File: config.mk
export PLATFORM = sky130hd
export DESIGN_NAME = uart_tx_arbiter
export DESIGN_NICKNAME = d
export VERILOG_FILES = /design/src/rtl/uart_tx_arbiter.sv
export SDC_FILE = /design/constraint.sdc
export NUM_CORES = 1
export LEC_CHECK = 0
export CAP_MARGIN = 20
export CORE_MARGIN = 2
export CORE_UTILIZATION = 45
export DETAILED_ROUTE_END_ITERATION = 10
export GPL_TIMING_DRIVEN = 0
export MAX_ROUTING_LAYER = met4
export PLACE_DENSITY = 0.77
export SKIP_CTS_REPAIR_TIMING = 1
export SLEW_MARGIN = 10
export SYNTH_ARGS = -nofsm -noshare
export SYNTH_HDL_FRONTEND = slang
export SYNTH_SLANG_ARGS = --single-unit
File: constraint.sdc
create_clock -name clk -period 5.15 [get_ports clk]
set_input_delay 1.03 -clock clk [delete_from_list [all_inputs] [get_ports clk]]
set_output_delay 1.03 -clock clk [all_outputs]
set_load 0.03 [all_outputs]
File: src/rtl/uart_tx_arbiter.sv
// Round-robin arbiter sharing one UART transmitter among NUM_REQ byte streams.
// A grant is held for a whole packet, capped at MAX_BURST bytes or HOLD_TO idle cycles.
module uart_tx_arbiter #(
    parameter int NUM_REQ   = 4,
    parameter int MAX_BURST = 16,
    parameter int HOLD_TO   = 1024
) (
    input  logic                 clk,
    input  logic                 rst_n,
    input  logic [NUM_REQ-1:0]   req_valid,
    input  logic [8*NUM_REQ-1:0] req_data,
    input  logic [NUM_REQ-1:0]   req_last,
    output logic [NUM_REQ-1:0]   req_ready,
    output logic                 tx_start,
    output logic [7:0]           tx_data,
    input  logic                 tx_busy,
    input  logic                 tx_done,
    output logic [2:0]           grant_id,
    output logic                 grant_active,
    output logic [15:0]          frames_sent
);

    // state | meaning
    // IDLE  | no owner; arbitrate, then one cycle with the grant registered
    // SEND  | hand the owner's byte to the transmitter (one cycle)
    // WAIT  | frame on the line, waiting for tx_done
    // HOLD  | owner keeps the lock while its next byte is pending
    typedef enum logic [1:0] {IDLE, SEND, WAIT, HOLD} state_t;

    localparam int              HOLD_W    = $clog2(HOLD_TO);
    localparam logic [HOLD_W-1:0] HOLD_LOAD = HOLD_W'(HOLD_TO - 1);
    localparam logic [7:0]      BURST_MAX = 8'(MAX_BURST);

    state_t              state, state_next;
    logic [2:0]          rr_ptr;
    logic [7:0]          burst_cnt;
    logic [HOLD_W-1:0]   hold_cnt;
    logic                last_flag;

    logic                found_hi, found_lo;
    logic [2:0]          idx_hi, idx_lo;
    logic                pick_any;
    logic [2:0]          pick_idx;

    logic                own_valid, own_last;
    logic [7:0]          own_data;
    logic [NUM_REQ-1:0]  own_onehot;

    logic                do_grant, do_send, do_release, enter_hold, hold_tick;

    // Lowest valid index at or above rr_ptr wins; otherwise lowest index below it.
    always_comb begin
        found_hi = 1'b0;
        found_lo = 1'b0;
        idx_hi   = '0;
        idx_lo   = '0;
        for (int j = NUM_REQ - 1; j >= 0; j--) begin
            if (req_valid[j]) begin
                if (3'(j) >= rr_ptr) begin
                    found_hi = 1'b1;
                    idx_hi   = 3'(j);
                end else begin
                    found_lo = 1'b1;
                    idx_lo   = 3'(j);
                end
            end
        end
    end

    assign pick_any = found_hi | found_lo;
    assign pick_idx = found_hi ? idx_hi : idx_lo;

    always_comb begin
        own_valid  = 1'b0;
        own_last   = 1'b0;
        own_data   = '0;
        own_onehot = '0;
        for (int j = 0; j < NUM_REQ; j++) begin
            if (grant_id == 3'(j)) begin
                own_valid     = req_valid[j];
                own_last      = req_last[j];
                own_data      = req_data[8*j +: 8];
                own_onehot[j] = 1'b1;
            end
        end
    end

    always_ff @(posedge clk or negedge rst_n) begin
        if (!rst_n) state <= IDLE;
        else        state <= state_next;
    end

    always_comb begin
        state_next = state;
        do_grant   = 1'b0;
        do_send    = 1'b0;
        do_release = 1'b0;
        enter_hold = 1'b0;
        hold_tick  = 1'b0;
        tx_start   = 1'b0;
        tx_data    = '0;
        req_ready  = '0;
        case (state)
            IDLE: begin
                if (grant_active)              state_next = SEND;
                else if (pick_any && !tx_busy) do_grant   = 1'b1;
            end
            SEND: begin
                tx_start   = 1'b1;
                tx_data    = own_data;
                req_ready  = own_onehot;
                do_send    = 1'b1;
                state_next = WAIT;
            end
            WAIT: begin
                if (tx_done) begin
                    if (last_flag || burst_cnt == BURST_MAX) begin
                        do_release = 1'b1;
                        state_next = IDLE;
                    end else begin
                        enter_hold = 1'b1;
                        state_next = HOLD;
                    end
                end
            end
            HOLD: begin
                if (own_valid) begin
                    state_next = SEND;
                end else if (hold_cnt == '0) begin
                    do_release = 1'b1;
                    state_next = IDLE;
                end else begin
                    hold_tick = 1'b1;
                end
            end
            default: state_next = IDLE;
        endcase
    end

    always_ff @(posedge clk or negedge rst_n) begin
        if (!rst_n) begin
            grant_id     <= '0;
            grant_active <= 1'b0;
            rr_ptr       <= '0;
            burst_cnt    <= '0;
            hold_cnt     <= '0;
            last_flag    <= 1'b0;
            frames_sent  <= '0;
        end else begin
            if (do_grant) begin
                grant_id     <= pick_idx;
                grant_active <= 1'b1;
                burst_cnt    <= '0;
            end
            if (do_send) begin
                burst_cnt   <= burst_cnt + 8'd1;
                frames_sent <= frames_sent + 16'd1;
                last_flag   <= own_last;
            end
            if (enter_hold) hold_cnt <= HOLD_LOAD;
            if (hold_tick)  hold_cnt <= hold_cnt - HOLD_W'(1);
            if (do_release) begin
                grant_active <= 1'b0;
                grant_id     <= '0;
                rr_ptr       <= (grant_id == 3'(NUM_REQ - 1)) ? 3'd0 : grant_id + 3'd1;
            end
        end
    end

endmodule

# After elaboration in Yosys (flattened, before gate mapping)
# Index checks and enable logic that the tools add are counted.
# op_classes
addsub	4
multipliers	0
n_div	0
magnitude_cmp	4
n_eq_ne	10
shifts	0
muxes	81
bitwise	1
n_reduce_logical	10
# op_table
operator	count
8-bit 2-to-1 mux	7
3-bit 2-to-1 mux	16
1-bit 2-to-1 mux	44
10-bit 2-to-1 mux	2
2-bit 2-to-1 mux	9
16-bit by 1-bit adder with 16-bit output (second input constant)	1
10-bit zero test	1
10-bit by 1-bit subtractor with 10-bit output (second input constant)	1
8-bit by 1-bit adder with 8-bit output (second input constant)	1
8-bit by 5-bit equality test with 1-bit output (second input constant)	1
2-bit one-hot mux with 4 select lines	1
3-bit by 2-bit equality test with 1-bit output (second input constant)	2
1-bit by 3-bit greater-or-equal comparator with 1-bit output (first input constant)	2
2-bit by 3-bit greater-or-equal comparator with 1-bit output (first input constant)	2
2-bit nonzero test	3
2-bit equality test (second input constant)	2
4-bit 2-to-1 mux	1
2-bit inequality test (second input constant)	2
3-bit by 1-bit adder with 3-bit output (second input constant)	1
3-bit by 1-bit equality test with 1-bit output (second input constant)	1
3-bit zero test	1
3-bit inequality test (second input constant)	1
3-bit AND reduction	1
2-bit by 1-bit equality test with 1-bit output (second input constant)	1
other kinds (6)	6
# totals
ff_bits	44
latch_bits	0
ram_bits	0
rom_bits	0
in_bits	44
out_inout_bits	33
mem_count	0

# Logic depth before layout (Yosys ltp)
# Gate-level depths: netlist of the first run.
# logic_depth
ltp_word	16
ltp_mapped	7
depth_no_buf	6

# Worst setup path after synthesis of the first run
# No wires, ideal clock.
# synth_timing
kind	register to output
startpoint	reg grant_id[1]
endpoint	out tx_data[0]
arrival_time_ns	2.107
setup_slack_ns	2.013
path_stages_with_launch	8
n_path_buf	1
path_cell_list	dfrtp_1 inv_1 ha_1 nor2b_1 clkbuf_1 a221oi_1 a211o_1 a21oi_1
# synth_between
elab_chain_cells	6
elab_cells_between_ends	9
classes_between	eq/ne: 3; mux: 5; reduce/logical: 1
# synth_lines
item	line	text
start, declared	18	output logic [2:0] grant_id,
start signal, assigned	151	grant_id <= pick_idx;
3-bit zero test	79	if (grant_id == 3'(j)) begin
8-bit 2-to-1 mux (3 in series)	79	
8-bit 2-to-1 mux (*)	79	
8-bit 2-to-1 mux (*)	103	case (state)
end, declared	15	output logic [7:0] tx_data,
# Mark *: on every way between the ends. The rest lies on a longest branch, timed or not.

# Final worst setup path of the first run
# layout_timing
startpoint	reg grant_id[0]
endpoint	out tx_data[1]
# Same word-level chain as after synthesis.

==> metrics.cfg, run 1 <==
[critical_path]
crit_type = reg2out
cp-start-kind = register
r2r_start = grant_id[1]$_DFFE_PN0P_
end_kind = output pin
worstPathArrival_ps = 2860
reg2reg_depth = 7
crit_fanout = 9
regToRegSetupSlack_ps = 2620
crit_required_ps = 4120
regToRegEndpoint = hold_cnt[1]$_DFFE_PN0P_

[timing]
tightest_slew_ps = 834
finalClockSkew_ps = 8.00
hold_violations = 0
relSlewSlack_pct = 44.1
layout_min_cycle_time_ps = 3890
setup_viol = 0
timing_max_transition_violations_final = 0
rsz0062_at_grt = no
timing.fmax_mhz = 257
finalSetupTns_ps = 0
min_period_over_period_pct = 75.6

[die]
dieArea_sq_mm = 0.00648
die_width_um = 80.5
chipHeight_um = 80.5
ios = 77
core-area_sq_mm = 0.00557
rows = 27
start_util_pct = 47.2

[route]
drtPass1Iterations = 4
drc_errors = 0
topRoutingLayerUsed = met4
drt-total-wl_um = 6550
routedWlPerCell_um = 14.6
antenna_left = 0
vias = 2490
via_per_inst = 5.55
m1WireLength_um = 2800
wl_met3_um = 382
wl_met2_um = 3290
drtIter0Drc = 121

[yosys]
yosys.area.top_type_share_pct = 39.9
synth_edf_count = 0
syn-num-nets = 345
async_flop_share_pct = 100
synth_cell_type_count = 46
yosys_warnings = 0
netlist_instances = 293
synth_area_sq_mm = 0.00263
ys_seq_elements = 42
synth_area_leaders = dfrtp_1, mux2i_1, nand2_1, ha_1, xnor2_1
synth_top_area_cell = dfrtp_1
ys_seq_area_share_pct = 39.9
synth_flop_cell = dfrtp_1
synth.avg_cell_area_sq_um = 8.98

[finish]
fin_nets = 428
diodes = 0
area_growth_pct = 36.9
layout-drive-gt1-share_pct = 4.24

[clock_tree]
clk_path_buf_depth = 2
htreeDepth = 2
insertion_delay_ps = 290
clock-sinks = 42
cts_buffers = 5
cts_root_buf = clkbuf_8
cts_tree = built
clkSlewWorstSetupHoldPaths_ps = 80

[power_and_ir_drop]
vdd_ir_drop_max_uv = 237
p_total_mw = 1.72
p_leak_nw = 1.45
power.density_mw_per_mm2 = 476

[min_path]
min-delay-start = frames_sent[15]$_DFFE_PN0P_
worstHoldPathCells = 1
hp-class = reg2reg
worst_hold_path.endpoint = frames_sent[15]$_DFFE_PN0P_

[run_status]
status = completed

[placement]
io_buffer_count = 75
gp_congestion = 0.828
dp_hpwl_um = 4970

[grt]
grt_overflow = 0
grt_use_total_pct = 22.3
grt_pass1_wl_um = 11000
antenna_found_initial = 0
grt_max_degree = 23
grt_pass1_vias = 2499

[run]
maxCapViolCount = 0

[how the worst max path moves through the flow]
stage / start / endpoint / slack [ps]
after global routing: state[0]$_DFFE_PN0P_ / req_ready[0] / 1090
after global placement: req_data[13] / tx_data[5] / 1420
after CTS: grant_id[0]$_DFFE_PN0P_ / tx_data[1] / 1280
after detailed placement: req_data[5] / tx_data[5] / 1410
final: grant_id[0]$_DFFE_PN0P_ / tx_data[1] / 1260
after floorplan: grant_id[1]$_DFFE_PN0P_ / tx_data[0] / 2010
[sequential cells by signal, summed over array words and instances (netlist names)]
| register | flops |
|---|---|
| burst_cnt | 8 |
| frames_sent | 16 |
| state | 2 |
| hold_cnt | 10 |
| rr_ptr | 2 |
| grant_id | 2 |
| grant_active | 1 |
| last_flag | 1 |
[cell usage in the layout (no fill, tap or decap), types with 6 or more instances in the layout]
cell type,instances
clkdlybuf4s50_1,74
dfrtp_1,42
nand2_1,28
nor2_1,24
inv_1,20
clkbuf_1,16
a21oi_1,14
xnor2_1,11
mux2i_1,11
o21ai_0,11
a221oi_1,9
a211o_1,9
ha_1,8
nand4_1,7
and2_1,6
xor2_1,6
[layer usage]
metal / global-route usage, % / up-vias
li1: - / 1209
met1: 25.8 / 1197
met2: 38.7 / 77
met3: 5.17 / 7
met4: 6.78 / 0
met5: - / -
[logic make-up after synthesis]
logic type	Yosys count	share of synthesized area, %
xor gates and xnor gates	17	5.66
adders and majority gates	8	3.80
other	1	0.142
and+or+nand+nor	110	22.4
buffers and inverters	37	5.42
AOI/OAI and AO/OA	65	17.6
DFF	42	39.9
muxes	13	5.04
[stage by stage]
| step | hold WS (ps) | setup WS (ps) | utilization (%) | area (sq um) | cells |
|---|---|---|---|---|---|
| after global routing | 502 | 1090 | 64.7 | 3600 | 449 |
| after CTS | 494 | 1280 | 64.7 | 3600 | 449 |
| final | 482 | 1260 | 64.7 | 3600 | 449 |
| after floorplan | 458 | 2010 | - | 2630 | 293 |
| after detailed placement | 481 | 1410 | 62.7 | 3500 | 441 |
| after global placement | 457 | 1420 | 62.3 | 3470 | 440 |
[worst max-delay path: stages (launching register included)]
cell and delay, ps:
dfrtp_1 460, inv_1 110, ha_1 200, nor2b_1 140, clkbuf_1 340, a221oi_1 160
a211o_1 300, a21oi_1 150, clkdlybuf4s50_1 700
[report_power, final]
part | internal, mW | switching, mW | total (mW)
Sequential | 0.413 | 0.0962 | 0.509
Clock | 0.143 | 0.113 | 0.256
Combinational | 0.402 | 0.550 | 0.952
Total | 0.958 | 0.760 | 1.72
[cell usage after synthesis (all sizes together), types with 3 or more instances]
library cell	instances
dfrtp	42
nand2	28
nor2	24
inv	20
clkbuf	16
a21oi	14
o21ai	13
mux2i	11
xnor2	11
a211o	9
a221oi	9
ha	8
nand4	7
and2	6
nor4	6
xor2	6
nor2b	5
o31ai	5
a31oi	4
and3	4
nand2b	4
nand3	4
nor3	4
nor3b	4
nand3b	3
nor4b	3
[layout make-up]
type                    instances  area (sq um)
fillers                       502          1970
multi-input cells             214          1440
flip-flops and latches         42          1050
repair buffers                 76           773
well taps                      72          90.1
inverters                      20          75.1
clock buffers                   5          68.8
plain buffers                  17          67.6
clock inverters                 3          40.0
Power figures use the tool's default switching activity.
==> run 2, diff against run 1 <==
clock period = 3.8 ns   (was 5.15 ns; I/O delays follow)
==> results of run 2 <==
Same layout as run 1 (identical final DEF). Status: completed.
Among the figures that moved: setup slack after placement 1410 ps -> 531 ps; setup slack after layout 1260 ps -> 175 ps; hold slack 482 ps -> 425 ps; register-to-register setup slack 2620 ps -> 1270 ps; total power 1.72 mW -> 2.33 mW; worst IR drop on VDD 237 uV -> 322 uV
